## config.mk

```make
export PLATFORM = sky130hd
export DESIGN_NAME = bk_adder_pipe
export DESIGN_NICKNAME = d
export VERILOG_FILES = /design/src/rtl/bk_pkg.sv /design/src/rtl/bk_prefix_level.sv /design/src/rtl/bk_adder_pipe.sv
export SDC_FILE = /design/constraint.sdc
export NUM_CORES = 1
export LEC_CHECK = 0
export CELL_PAD_IN_SITES_DETAIL_PLACEMENT = 1
export CELL_PAD_IN_SITES_GLOBAL_PLACEMENT = 1
export CORE_MARGIN = 2
export CORE_UTILIZATION = 38
export CTS_CLUSTER_SIZE = 8
export DETAILED_ROUTE_END_ITERATION = 6
export HOLD_SLACK_MARGIN = 0.12
export PLACE_DENSITY = 0.74
export RECOVER_POWER = 25
export SETUP_SLACK_MARGIN = 0.1
export SLEW_MARGIN = 20
export SYNTH_ARGS = -nofsm -noshare
export SYNTH_HDL_FRONTEND = slang
export SYNTH_SLANG_ARGS = --single-unit
```

## constraint.sdc

```tcl
create_clock -name clk -period 2.1 [get_ports clk]
set_input_delay 0.42 -clock clk [delete_from_list [all_inputs] [get_ports clk]]
set_output_delay 0.42 -clock clk [all_outputs]
set_load 0.02 [all_outputs]
```

## src/rtl/bk_pkg.sv

```systemverilog
// Shared helpers for the pipelined Brent-Kung adder: prefix-tree geometry and stage cut placement.
// Latency: none (elaboration-time functions only).
// Backpressure: n/a.
package bk_pkg;

    // Prefix levels over WIDTH nodes (carry-in node plus bits 0..WIDTH-2):
    // clog2 up-sweep levels followed by clog2-1 down-sweep levels.
    function automatic int num_levels(input int width);
        return 2 * $clog2(width) - 1;
    endfunction

    // Prefix level after which pipeline stage k (1-based) registers its payload.
    // Integer form of round(k*NL/stages).
    function automatic int cut_level(input int k, input int stages, input int width);
        int nl;
        nl = num_levels(width);
        return (2 * k * nl + stages) / (2 * stages);
    endfunction

    // Stage number whose register sits after this level, or 0 when the level is not a cut.
    function automatic int stage_of_level(input int level, input int stages, input int width);
        for (int k = 1; k <= stages; k++) begin
            if (cut_level(k, stages, width) == level) begin
                return k;
            end
        end
        return 0;
    endfunction

    // Distance between combined nodes at a level: 1,2,4,... going up, then back down to 1.
    function automatic int level_span(input int level, input int width);
        int l2;
        l2 = $clog2(width);
        if (level <= l2) begin
            return 1 << (level - 1);
        end
        return 1 << (2 * l2 - 1 - level);
    endfunction

    // True when node 'node' merges with node 'node - span' at this level.
    // Up-sweep: nodes whose index+1 is a multiple of 2*span.
    // Down-sweep: nodes sitting half-way between two up-sweep roots, excluding the first block.
    function automatic bit combines(input int node, input int level, input int width);
        int s;
        s = level_span(level, width);
        if (level <= $clog2(width)) begin
            return ((node + 1) % (2 * s)) == 0;
        end
        return (((node + 1) % (2 * s)) == s) && ((node + 1) > (2 * s));
    endfunction

endpackage

```

## src/rtl/bk_prefix_level.sv

```systemverilog
// One combinational Brent-Kung prefix level over WIDTH (g,p) nodes; node 0 is the carry-in.
// Latency: 0 cycles (pure combinational).
// Backpressure: none; the enclosing pipeline stage owns flow control.
// Ports: g_i/p_i group generate/propagate into the level, g_o/p_o out of it.
module bk_prefix_level
    import bk_pkg::*;
#(
    parameter int WIDTH = 12,
    parameter int LEVEL = 1
) (
    input  logic [WIDTH-1:0] g_i,
    input  logic [WIDTH-1:0] p_i,
    output logic [WIDTH-1:0] g_o,
    output logic [WIDTH-1:0] p_o
);

    localparam int SPAN = level_span(LEVEL, WIDTH);

    for (genvar j = 0; j < WIDTH; j++) begin : g_node
        if (combines(j, LEVEL, WIDTH)) begin : g_op
            // Classic prefix operator: (g,p)_hi o (g,p)_lo.
            assign g_o[j] = g_i[j] | (p_i[j] & g_i[j-SPAN]);
            assign p_o[j] = p_i[j] & p_i[j-SPAN];
        end else begin : g_pass
            assign g_o[j] = g_i[j];
            assign p_o[j] = p_i[j];
        end
    end

endmodule

```

## src/rtl/bk_adder_pipe.sv

```systemverilog
// Pipelined Brent-Kung adder/subtractor with elastic valid/ready stages and registered outputs.
// Latency: PIPE_STAGES cycles from accepted beat to out_valid; one beat per clock sustained.
// Backpressure: each stage holds while its successor is full and stalled; in_ready = stage 1 can advance.
// Ports: clk/rst_n (sync active-low), in_valid/in_ready + a,b,cin,sub operands,
//        out_valid/out_ready + sum,cout,ovf results.
module bk_adder_pipe
    import bk_pkg::*;
#(
    parameter int WIDTH       = 12,
    parameter int PIPE_STAGES = 2
) (
    input  logic             clk,
    input  logic             rst_n,
    input  logic             in_valid,
    output logic             in_ready,
    input  logic [WIDTH-1:0] a,
    input  logic [WIDTH-1:0] b,
    input  logic             cin,
    input  logic             sub,
    output logic             out_valid,
    input  logic             out_ready,
    output logic [WIDTH-1:0] sum,
    output logic             cout,
    output logic             ovf
);

    localparam int NL = num_levels(WIDTH);
    localparam logic [PIPE_STAGES-1:0] ONES = '1;

    // Payload travelling through the tree. Node j of g/pp holds the group signals
    // for bits [j-1 .. -1] as far as the tree has resolved them; node 0 is carry-in.
    // p keeps the per-bit propagates for the final XOR, gm the MSB generate for cout.
    typedef struct packed {
        logic [WIDTH-1:0] p;
        logic             gm;
        logic [WIDTH-1:0] g;
        logic [WIDTH-1:0] pp;
    } stage_t;

    logic [PIPE_STAGES-1:0] vld_q;
    logic [PIPE_STAGES:0]   vld_up;
    logic [PIPE_STAGES-1:0] adv;

    stage_t nxt [0:NL];

    // ---------------- flow control ----------------
    // Stage k advances unless it and every stage after it are full while the
    // consumer stalls; this is the unrolled form of adv_k = ~vld_k | adv_(k+1).
    always_comb begin
        adv = '0;
        for (int k = 0; k < PIPE_STAGES; k++) begin
            adv[k] = out_ready | ~(&((vld_q >> k) | ~(ONES >> k)));
        end
    end

    assign vld_up    = {vld_q, in_valid};
    assign in_ready  = adv[0];
    assign out_valid = vld_q[PIPE_STAGES-1];

    always_ff @(posedge clk) begin
        if (!rst_n) begin
            vld_q <= '0;
        end else begin
            for (int k = 0; k < PIPE_STAGES; k++) begin
                if (adv[k]) begin
                    vld_q[k] <= vld_up[k];
                end
            end
        end
    end

    // ---------------- level 0: operand conditioning ----------------
    // Subtraction is A + ~B + 1, so the forced carry-in replaces cin.
    logic [WIDTH-1:0] b_eff;
    logic [WIDTH-1:0] p0;
    logic             c0;

    assign b_eff = sub ? ~b : b;
    assign c0    = sub | cin;
    assign p0    = a ^ b_eff;

    // Bits shift up one node so the carry-in can occupy node 0 as a pure generate.
    assign nxt[0] = {p0,
                     a[WIDTH-1] & b_eff[WIDTH-1],
                     a[WIDTH-2:0] & b_eff[WIDTH-2:0], c0,
                     p0[WIDTH-2:0], 1'b0};

    // ---------------- prefix levels with register cuts ----------------
    for (genvar l = 1; l <= NL; l++) begin : g_lvl
        localparam int STG = stage_of_level(l, PIPE_STAGES, WIDTH);

        logic [WIDTH-1:0] g_lv;
        logic [WIDTH-1:0] pp_lv;
        stage_t           lv_o;

        bk_prefix_level #(
            .WIDTH (WIDTH),
            .LEVEL (l)
        ) u_level (
            .g_i (nxt[l-1].g),
            .p_i (nxt[l-1].pp),
            .g_o (g_lv),
            .p_o (pp_lv)
        );

        assign lv_o = {nxt[l-1].p, nxt[l-1].gm, g_lv, pp_lv};

        // The last cut is the output register below, so only inner cuts register here.
        if (STG != 0 && l != NL) begin : g_cut
            stage_t st_q;

            always_ff @(posedge clk) begin
                if (!rst_n) begin
                    st_q <= '0;
                end else if (adv[STG-1]) begin
                    st_q <= lv_o;
                end
            end

            assign nxt[l] = st_q;
        end else begin : g_thru
            assign nxt[l] = lv_o;
        end
    end

    // ---------------- final stage: sum formation and output register ----------------
    // After the last level node i holds c_i for i = 0..WIDTH-1; c_WIDTH needs one more merge.
    stage_t           fin;
    logic [WIDTH-1:0] sum_d;
    logic             cout_d;
    logic             ovf_d;
    logic [WIDTH-1:0] sum_q;
    logic             cout_q;
    logic             ovf_q;
    logic             unused_pp;

    assign fin       = nxt[NL];
    assign unused_pp = ^fin.pp;

    always_comb begin
        sum_d  = fin.p ^ fin.g;
        cout_d = fin.gm | (fin.p[WIDTH-1] & fin.g[WIDTH-1]);
        ovf_d  = cout_d ^ fin.g[WIDTH-1];
    end

    always_ff @(posedge clk) begin
        if (!rst_n) begin
            sum_q  <= '0;
            cout_q <= 1'b0;
            ovf_q  <= 1'b0;
        end else if (adv[PIPE_STAGES-1]) begin
            sum_q  <= sum_d;
            cout_q <= cout_d;
            ovf_q  <= ovf_d;
        end
    end

    assign sum  = sum_q;
    assign cout = cout_q;
    assign ovf  = ovf_q;

endmodule
```

Yosys cells after proc, flatten, opt, wreduce, memory -nomap -nowiden
Cells that the tools add are included.

Memory bits (writable): 0. Bits of input ports: 30. Flip-flop bits (word level): 49. ROM bits: 0. Output and inout bits: 16. Bits in latches: 0. Memories: 0. Word-level logic and storage cells: 67.

Bitwise gates (word level): 56. $add $sub $neg: 0. $lt $le $gt $ge: 0. Divide/modulo/power cells: 0. Reductions and logical operators: 1. Eq/ne operators: 0. Muxes and demuxes: 1. $mul: 0. Shifts and indexed selects: 0.

Operators by type and width (count): bitwise AND 1 bit (27); bitwise XOR 12 bit (2); bitwise OR 1 bit (22); two-way mux 12 bit (1); inverter 12 bit (1); bitwise AND 11 bit (1); inverter 1 bit (2); AND reduction 2 bit (1); bitwise XOR 1 bit (1).

Longest topological paths before layout
Gate-level depths: netlist of run 1.

Depth after elaboration: 9. Mapped depth: 7. Depth with buffers taken out: 5.

Modules after synthesis
A second synthesis of run 1 with hierarchy kept.

Cell total of the unflattened synthesis: 425. Area total of the unflattened synthesis: 3691.0 um^2.

By module, submodules not included: bk_adder_pipe (sequential area each 1061.0 um^2, area an instance 2429.8 um^2, cells an instance 257, times used 1); bk_prefix_level (sequential area each 0.0 um^2, area an instance 180.2 um^2, cells an instance 24, times used 7).

Worst setup path after synthesis of run 1
Ideal clock, no wire load.

Path kind: input-to-reg. Start: in sub. End: reg g_lvl[4].g_cut.st_q[19] in the netlist's numbering. Arrival time: 1.628 ns. Setup time: 0.126 ns. Slack: 0.346 ns. Required time: 1.974 ns. Stages: 7. Path buffers: 2. Cell sequence: clkbuf_1 -> buf_4 -> xor2_1 -> ha_1 -> o21a_1 -> o2bb2ai_1 -> o22ai_1.

RTL lines: from (decl) (RTL line bk_adder_pipe.sv:19) `input logic sub,`; to (signal assigned) (RTL line bk_adder_pipe.sv:116) `st_q <= lv_o;`; to (decl) (RTL line bk_adder_pipe.sv:110) `stage_t st_q;`.

Final worst setup path of run 1
Start: in out_ready. End: out in_ready.

Word-level cells in the longest chain between the ends: 1.

Ends and longest elaborated chain: from (decl) (RTL line bk_adder_pipe.sv:21) `input logic out_ready,`; bitwise OR 1 bit (RTL line bk_adder_pipe.sv:52) `adv[k] = out_ready | ~(&((vld_q >> k) | ~(ONES >> k)));`; to (decl) (RTL line bk_adder_pipe.sv:15) `output logic in_ready,`.

Every way passes these cells.

==> results.json, run 1 <==
{
  "area_growth_pct": 27.3,
  "synth_area_leaders": "dfxtp_1 39%, nand2_1 10%, ha_1 10%",
  "fmax_mhz": 516,
  "clockBufferDepth": 2,
  "rows": 28,
  "grt_usage_pct": 15.8,
  "drcViolationCount": 0,
  "nFillCells": 706,
  "hold_violations": 0,
  "cp_max_fo": 3,
  "root_buffer": "clkbuf_8",
  "worst_ep_arrival_time_ps": 1520,
  "path_cells": "dlygate4sd3_1 -> and3b_2 -> inv_8 -> clkbuf_2",
  "outcome": "complete, no violations",
  "skew_ps": 11.7,
  "maxSlewHeadroom_pct": 52.9,
  "p_sw_share_pct": 27.8,
  "die_w_um": 81.0,
  "layout_setup_ws_ps": 161,
  "power.internal_mw": 1.45,
  "syn_area_per_cell_um2": 9.19,
  "first_iter_violations": 63,
  "fin_cells": 369,
  "grt_pass1_vias": 1659,
  "netlist_area_um2": 2250,
  "power.density_nw_per_um2": 702,
  "synth_ff_type": "dfxtp_1",
  "synth_edf_count": 0,
  "slew_viol_final": 0,
  "final_nets": 341,
  "ys_seq_elements": 44,
  "worstMarginPinSlew_ps": 707,
  "hold_ws_ps": 455,
  "p_total_mw": 2.01,
  "crit_path_end_kind": "output port",
  "htreeDepth": 2,
  "worstSkewPairLatency_ps": 290,
  "io_buffers": 45,
  "multiInputGateArea_um2": 1240,
  "met2_usage_pct": 24.0,
  "top_usage_layer": "met2",
  "initial_core_util_pct": 38.7,
  "postCtsHoldBufs": 0,
  "cts.clk_slew.worst_paths_ps": 80,
  "drive_above_1_share_pct": 12.2,
  "critPathMaxStageDelay_ps": 560,
  "clock-sinks": 44,
  "syn-num-nets": 293,
  "min_path_type": "reg2reg",
  "wl_per_cell_um": 13.0,
  "met3_usage_pct": 2.78,
  "dp_slack_ps": -184,
  "cts_tree": "built",
  "ir_drop_uv": 349,
  "p_seq_share_pct": 48.1,
  "synthArstFlopShare_pct": 0,
  "ys.warnings.count": 0,
  "synth_most_common_cell": "nand2_1",
  "crit_required_ps": 1680,
  "wl_mm": 4.79,
  "die_area_um2": 6560,
  "antenna_found_initial": 0,
  "routabilityCongestion": 0.694,
  "drv_cap": 0,
  "drtAntennaViolNets": 0,
  "diodes": 0,
  "power_leakage_nw": 1.23,
  "use_met1_pct": 22.7,
  "cts_buffers": 5,
  "vias": 1779,
  "setup_viol": 0,
  "fin_util_pct": 49.3,
  "p_clk_share_pct": 27.2,
  "synthTopCellsByCount": "61 x nand2_1, 44 x dfxtp_1, 18 x ha_1",
  "fin_crit_sh_pct": 92.3,
  "rsz0062_at_grt": "no",
  "syn_inst": 245,
  "firstDrtPassIters": 4,
  "final_area_um2": 2870,
  "cp_slowest_cell": "dlygate4sd3_1",
  "min_period_ps": 1940,
  "ys_types": 40,
  "hpwl_mm": 3.54,
  "pin_count": 46,
  "grt.overflow.total": 0,
  "placedInstanceArea_um2": 2780,
  "power_switching_mw": 0.559,
  "comb_power_share_pct": 24.6,
  "yosysSeqAreaShare_pct": 39.1,
  "die_height_um": 81.0,
  "yosysTopAreaCell": "dfxtp_1",
  "yosysTopAreaCellShare_pct": 39.1,
  "totalNegativeSetupSlack_ps": 0,
  "path_class": "in2out",
  "seq_area_um2": 881,
  "grt_max_degree": 47,
  "vias_per_cell": 4.82,
  "grt_pass1_wl_mm": 7.94,
  "post-place-cells": 361,
  "core_um2": 5820,
  "startpoint_type": "input port"
}
[sequential cells by signal (all words and copies together) (netlist names)]
signal,cells
vld_q,2
ovf,1
g_lvl.g_cut.st_q,15
sum,12
cout,1
fin,13
[kinds of logic after synthesis]
family,after synthesis,synth area share (%)
AO/OA/AOI/OAI,65,22.6
XOR/XNOR,14,5.44
adder cells (fa/ha/maj),18,10.0
buffers and inverters,18,5.83
flip-flops,44,39.1
AND/OR/NAND/NOR,86,17.0
[power by group through the flow]
stage / registers (mW) / logic (mW) / clock network (mW)
3_5_place_dp: 0.990 / 0.499 / 0
4_1_cts: 0.970 / 0.507 / 0.567
2_1_floorplan: 1.02 / 0.253 / 0
3_3_place_gp: 0.987 / 0.491 / 0
6_report: 0.968 / 0.495 / 0.548
5_1_grt: 0.983 / 0.557 / 0.600
[path summary, 6_finish.rpt]
check / start / to / slack [ps] / cells after the start
worst min register to register: g_lvl[4].g_cut.st_q[9] / g_lvl[4].g_cut.st_q[9] / 450 / 2
worst max-delay path: out_ready / in_ready / 160 / 4
worst max register to register: vld_q[1] / fin[33] / 560 / 4
worst min-delay path: g_lvl[4].g_cut.st_q[9] / g_lvl[4].g_cut.st_q[9] / 450 / 2
[critical path, delay by kind of cell]
family	cells	cell delay [ps]
and+or+nand+nor	1	350
buffers and inverters	3	740
[cells in the final DEF, fill, tap and decap left out, drive strengths merged]
cell type,instances
a211oi,1
o22ai,1
nand4,1
o21a,4
nor3,2
or3,5
and4,1
xor2,13
nand2,61
and2,1
ha,18
dlygate4sd3,1
a31oi,2
dfxtp,44
a21o,3
o2bb2ai,1
o211ai,1
nand3,8
clkinvlp,1
and2b,1
xnor2,1
inv,2
and3b,1
o21ai,11
buf,10
clkbuf,10
a21oi,4
nor3b,1
nand2b,2
a211o,1
nor2,2
o211a,4
clkdlybuf4s50,43
a21boi,32
[per-layer routing]
layer  share of wire, %  wire length, um  vias to the layer above
li1                   -                -                      934
met1                 51             2440                      805
met2                 45             2130                       36
met3                3.4              163                        4
met4                1.1               54                        0
met5                  0                0                        -
[layout make-up]
| type | instances | share of cell area [%] |
|---|---|---|
| multi-input cells | 183 | 43.3 |
| flip-flops and latches | 44 | 30.7 |
| repair buffers | 57 | 18.9 |
| well taps | 75 | 3.27 |
| clock buffers | 7 | 3.01 |
| inverters | 2 | 0.524 |
| clock inverters | 1 | 0.262 |
[what timing repair did]
action	in CTS	in global routing
setup buffers	0	0
setup endpoints to repair	1	1
hold endpoints to repair	0	0
cloned	0	0
pin swaps	0	0
gates resized for setup	3	1
No activity file was read; power rests on OpenSTA's default activity.
==> run 2: changes to the inputs <==
--- a/config.mk
+++ b/config.mk
@@ -7,7 +7,7 @@
 export LEC_CHECK = 0
 export CELL_PAD_IN_SITES_DETAIL_PLACEMENT = 1
 export CELL_PAD_IN_SITES_GLOBAL_PLACEMENT = 1
-export CORE_MARGIN = 2
+export CORE_MARGIN = 10
 export CORE_UTILIZATION = 38
 export CTS_CLUSTER_SIZE = 8
 export DETAILED_ROUTE_END_ITERATION = 6
==> run 2 against run 1 <==
Against the previous run: final area fell by 1.0%; die area rose by 43%; cell count fell by 1.6%; worst setup slack improved by 7.8 ps; first-iteration DRC count fell by 19%; wire length rose by 9.0%; non-clock buffer count did not move; global-route usage fell by 4.7 points; sequential power barely moved; worst hold slack improved by 2.2 ps; critical endpoint unchanged; highest routed layer unchanged.
==> results.json, run 2 (synthesized netlist as in run 1, its figures left out) <==
{
  "outcome": "complete, no violations",
  "postCtsHoldBufs": 0,
  "p_sw_share_pct": 27.7,
  "cts_tree": "built",
  "dp_slack_ps": -179,
  "p_clk_share_pct": 24.3,
  "min_period_ps": 1930,
  "vias_per_cell": 4.99,
  "drive_above_1_share_pct": 11.7,
  "largest_register_ffs": 15,
  "mostFrequentLayoutCell": "nand2_1",
  "io_buffers": 45,
  "crit_path_end_kind": "output port",
  "path_class": "in2out",
  "firstDrtPassIters": 4,
  "path_cells": "dlygate4sd3_1 -> and3b_2 -> inv_8 -> clkbuf_2",
  "fin_crit_sh_pct": 92.0,
  "first_iter_violations": 51,
  "vias": 1810,
  "grt.overflow.total": 0,
  "postCtsSetupRepairBufs": 0,
  "grt_pass1_vias": 1829,
  "slew_viol_final": 0,
  "setup_viol": 0,
  "rsz0062_at_grt": "no",
  "drv_cap": 0,
  "drtAntennaViolNets": 0,
  "grt_max_degree": 47,
  "fmax_mhz": 518,
  "worstMarginPinSlew_ps": 698,
  "skew_ps": 2.72,
  "core_um2": 5640,
  "startpoint_type": "input port",
  "hpwl_mm": 3.99,
  "post-place-cells": 358,
  "min_path_type": "reg2reg",
  "maxSlewHeadroom_pct": 53.5,
  "drcViolationCount": 0,
  "die_height_um": 97.0,
  "diodes": 0,
  "initial_core_util_pct": 39.9,
  "cp_slowest_cell": "dlygate4sd3_1",
  "critPathMaxStageDelay_ps": 570,
  "die_area_um2": 9410,
  "worst_ep_arrival_time_ps": 1510,
  "routabilityCongestion": 0.714,
  "area_growth_pct": 26.0,
  "power.internal_mw": 1.40,
  "clock-sinks": 44,
  "largest-register": "g_lvl.g_cut.st_q",
  "die_w_um": 97.0,
  "comb_power_share_pct": 25.6,
  "power_leakage_nw": 1.22,
  "htreeDepth": 2,
  "cp_max_fo": 3,
  "hold_violations": 0,
  "power_switching_mw": 0.537,
  "cts.clk_slew.worst_paths_ps": 70,
  "grt_usage_pct": 11.1,
  "pin_count": 46,
  "worstSkewPairLatency_ps": 290,
  "layout_setup_ws_ps": 169,
  "p_seq_share_pct": 50.1,
  "grt_pass1_wl_mm": 9.06,
  "wl_per_cell_um": 14.4,
  "p_total_mw": 1.94,
  "holdPathStages": 2,
  "root_buffer": "clkbuf_8",
  "antenna_found_initial": 0,
  "ir_drop_uv": 334,
  "r2r_cells": 4,
  "rows": 27,
  "most-common-layout-cells": "61 x nand2_1, 44 x dfxtp_1, 43 x clkdlybuf4s50_1, 18 x ha_1, 13 x xor2_1",
  "power.density_nw_per_um2": 683,
  "crit_required_ps": 1680,
  "wl_mm": 5.22,
  "cts_buffers": 5,
  "fin_cells": 363,
  "final_nets": 341,
  "clockBufferDepth": 2
}
run 2: power by group through the flow:
stage          sequential, mW  combinational [mW]  clock, mW
3_3_place_gp            0.987               0.496          0
4_1_cts                 0.971               0.509      0.499
6_report                0.970               0.496      0.471
5_1_grt                 0.981               0.560      0.517
3_5_place_dp            0.990               0.503          0
2_1_floorplan            1.02               0.253          0
run 2: per-layer routing:
layer / vias up / track usage [%] / wire length, um
met2: 42 / 16.2 / 2210
met4: 0 / 3.38 / 59
li1: 937 / - / -
met1: 827 / 15.4 / 2700
met3: 4 / 2.98 / 258
met5: - / 0 / 0
run 2: final timing paths:
path | start | to | slack (ps)
max | out_ready | in_ready | 170
min | g_lvl[4].g_cut.st_q[5] | g_lvl[4].g_cut.st_q[5] | 460
max reg2reg | vld_q[1] | g_lvl[4].g_cut.st_q[12] | 590
min reg2reg | g_lvl[4].g_cut.st_q[5] | g_lvl[4].g_cut.st_q[5] | 460
run 2: repair_timing:
item                                    in CTS  in global routing
resized for setup                            3                  1
pin swaps                                    0                  0
endpoints found under the hold margin        0                  0
endpoints found under the setup margin       1                  1
run 2: worst max-delay path, delay by kind of cell:
family	cells	cell delay [ps]
buf+inv	3	760
simple gates	1	330
run 2: per-stage QoR:
stage          TNS, ps  hold slack (ps)  cell area [um^2]  util (%)
2_1_floorplan        0              431              2250         -
3_3_place_gp      -300              436              2780      49.3
3_5_place_dp      -499              450              2780      49.3
4_1_cts              0              461              2850      50.5
5_1_grt              0              479              2840      50.3
6_report             0              457              2840      50.3
run 2: cell type report:
| cell class | instances | area (um^2) |
|---|---|---|
| timing repair buffer | 57 | 542 |
| inverter | 2 | 15.0 |
| clock buffer | 5 | 68.8 |
| multi-input combinational | 183 | 1240 |
| tap | 72 | 90.1 |
| sequential | 44 | 881 |
| fill | 661 | 2800 |
==> run 3: changes to the inputs <==
--- a/config.mk
+++ b/config.mk
@@ -8,14 +8,15 @@
 export CELL_PAD_IN_SITES_DETAIL_PLACEMENT = 1
 export CELL_PAD_IN_SITES_GLOBAL_PLACEMENT = 1
 export CORE_MARGIN = 10
-export CORE_UTILIZATION = 38
+export CORE_UTILIZATION = 43
 export CTS_CLUSTER_SIZE = 8
 export DETAILED_ROUTE_END_ITERATION = 6
 export HOLD_SLACK_MARGIN = 0.12
-export PLACE_DENSITY = 0.74
+export PLACE_DENSITY = 0.77
 export RECOVER_POWER = 25
 export SETUP_SLACK_MARGIN = 0.1
 export SLEW_MARGIN = 20
 export SYNTH_ARGS = -nofsm -noshare
 export SYNTH_HDL_FRONTEND = slang
+export SYNTH_HIERARCHICAL = 1
 export SYNTH_SLANG_ARGS = --single-unit
==> run 3 against run 2 <==
Against the previous run: synthesized cell count grew 51%; sequential cell count rose by 5; global-route usage decreased by 0.46 points; clock power increased by 48%; final area rose by 14%.
==> results.json, run 3 <==
{
  "firstDrtPassIters": 4,
  "power_switching_mw": 0.647,
  "drcViolationCount": 0,
  "worstSkewPairLatency_ps": 300,
  "nFillCells": 869,
  "hpwl_mm": 4.48,
  "final_nets": 357,
  "fmax_mhz": 516,
  "fin_crit_sh_pct": 92.3,
  "fin_util_pct": 44.2,
  "multiInputGateArea_um2": 1380,
  "htreeDepth": 2,
  "cts_tree": "built",
  "core_um2": 7290,
  "totalNegativeSetupSlack_ps": 0,
  "power_leakage_nw": 1.52,
  "post-place-cells": 405,
  "syn-num-nets": 414,
  "cp_slowest_cell": "clkdlybuf4s50_1",
  "grt_usage_pct": 10.7,
  "cts.clk_slew.worst_paths_ps": 90,
  "crit_path_end_kind": "output port",
  "p_sw_share_pct": 27.0,
  "drive_above_1_share_pct": 16.5,
  "rrSetupSlack_ps": 550,
  "worst_ep_arrival_time_ps": 1520,
  "wl_per_cell_um": 14.3,
  "clock-sinks": 49,
  "path_cells": "clkdlybuf4s50_1 -> and3b_2 -> inv_2 -> dlygate4sd2_1",
  "worstMarginPinSlew_ps": 709,
  "netlist_area_um2": 3250,
  "p_seq_share_pct": 45.4,
  "vias_per_cell": 4.56,
  "rsz0062_at_grt": "no",
  "hold_violations": 0,
  "hold_ws_ps": 443,
  "grt_max_degree": 51,
  "path_class": "in2out",
  "routabilityCongestion": 0.748,
  "startpoint_type": "input port",
  "grt.overflow.total": 0,
  "p_clk_share_pct": 29.1,
  "die_height_um": 107,
  "skew_ps": 6.49,
  "drv_cap": 0,
  "postCtsHoldBufs": 0,
  "outcome": "complete, no violations",
  "fin_cells": 414,
  "die_area_um2": 11400,
  "most-common-layout-cells": "80 x nand2_1, 49 x dfxtp_1, 43 x clkdlybuf4s50_1, 18 x a21o_1, 17 x a21boi_0",
  "mostFrequentLayoutCell": "nand2_1",
  "area_growth_pct": -1.00,
  "grt_pass1_wl_mm": 9.95,
  "min_period_ps": 1940,
  "power.internal_mw": 1.75,
  "comb_power_share_pct": 25.5,
  "die_w_um": 107,
  "largest_register_ffs": 20,
  "cp_max_fo": 2,
  "rows": 31,
  "seq_area_um2": 981,
  "drtAntennaViolNets": 0,
  "pin_count": 46,
  "diodes": 0,
  "grt_pass1_vias": 2015,
  "ys.warnings.count": 6,
  "first_iter_violations": 119,
  "vias": 1887,
  "crit_family": "buffers and inverters",
  "clockBufferDepth": 2,
  "root_buffer": "clkbuf_8",
  "largest-register": "g_lvl.g_cut.st_q",
  "postCtsSetupRepairBufs": 0,
  "slew_viol_final": 0,
  "maxSlewHeadroom_pct": 52.8,
  "antenna_found_initial": 0,
  "cts_buffers": 5,
  "io_buffers": 45,
  "setup_viol": 0,
  "min_path_type": "reg2reg",
  "syn_area_per_cell_um2": 8.77,
  "ir_drop_uv": 263,
  "power.density_nw_per_um2": 743,
  "critPathMaxStageDelay_ps": 460,
  "critPathBufInv": 3,
  "wl_mm": 5.91,
  "initial_core_util_pct": 44.6,
  "syn_inst": 371,
  "crit_required_ps": 1680
}
## run 3: metrics by stage
step / cell area, um^2 / power [mW] / setup slack [ps]
after detailed placement: 3060 / 1.72 / -238
after global routing: 3220 / 2.55 / 102
after CTS: 3200 / 2.43 / 107
after global placement: 3060 / 1.69 / -148
after floorplan: 3250 / 1.76 / 159
final: 3220 / 2.40 / 161
## run 3: worst min-delay path, delay by kind of cell (launching register included)
family          cells  cell delay, ps
flops               1             320
compound gates      1              40
buf+inv             1              50
## run 3: area by class of cell
type                       instances  share of cell area (%)
sequential                        49                    30.4
clock buffer                       6                    2.56
tap                               99                    3.84
multi-input combinational        196                    42.7
inverter                           2                   0.233
clock inverter                     2                    1.17
timing repair buffer              60                    19.1
## run 3: timing repair
item | CTS | global route
gates cloned | 0 | 1
pin swaps | 0 | 1
endpoints found under the setup margin | 2 | 3
resized for setup | 4 | 1
## run 3: power groups by stage
stage / registers, mW / clock network [mW] / logic, mW
after floorplan: 1.14 / 0 / 0.621
after global placement: 1.11 / 0 / 0.585
after detailed placement: 1.11 / 0 / 0.608
after CTS: 1.09 / 0.721 / 0.615
after global routing: 1.10 / 0.768 / 0.678
final: 1.09 / 0.698 / 0.610
## run 3: final timing paths
path | cells after the start | endpoint | startpoint
worst min register to register | 2 | vld_q[1] | vld_q[0]
worst max register to register | 4 | g_lvl[4].g_cut.st_q[11] | vld_q[1]
worst min-delay path | 2 | vld_q[1] | vld_q[0]
worst max-delay path | 4 | in_ready | out_ready
## run 3: per-layer routing
metal / vias up / wire length [um] / global-route usage [%]
li1: 968 / - / -
met1: 877 / 2840 / 14.1
met2: 37 / 2700 / 16.1
met3: 5 / 291 / 3.11
met4: 0 / 72 / 3.77
met5: - / 0 / 0
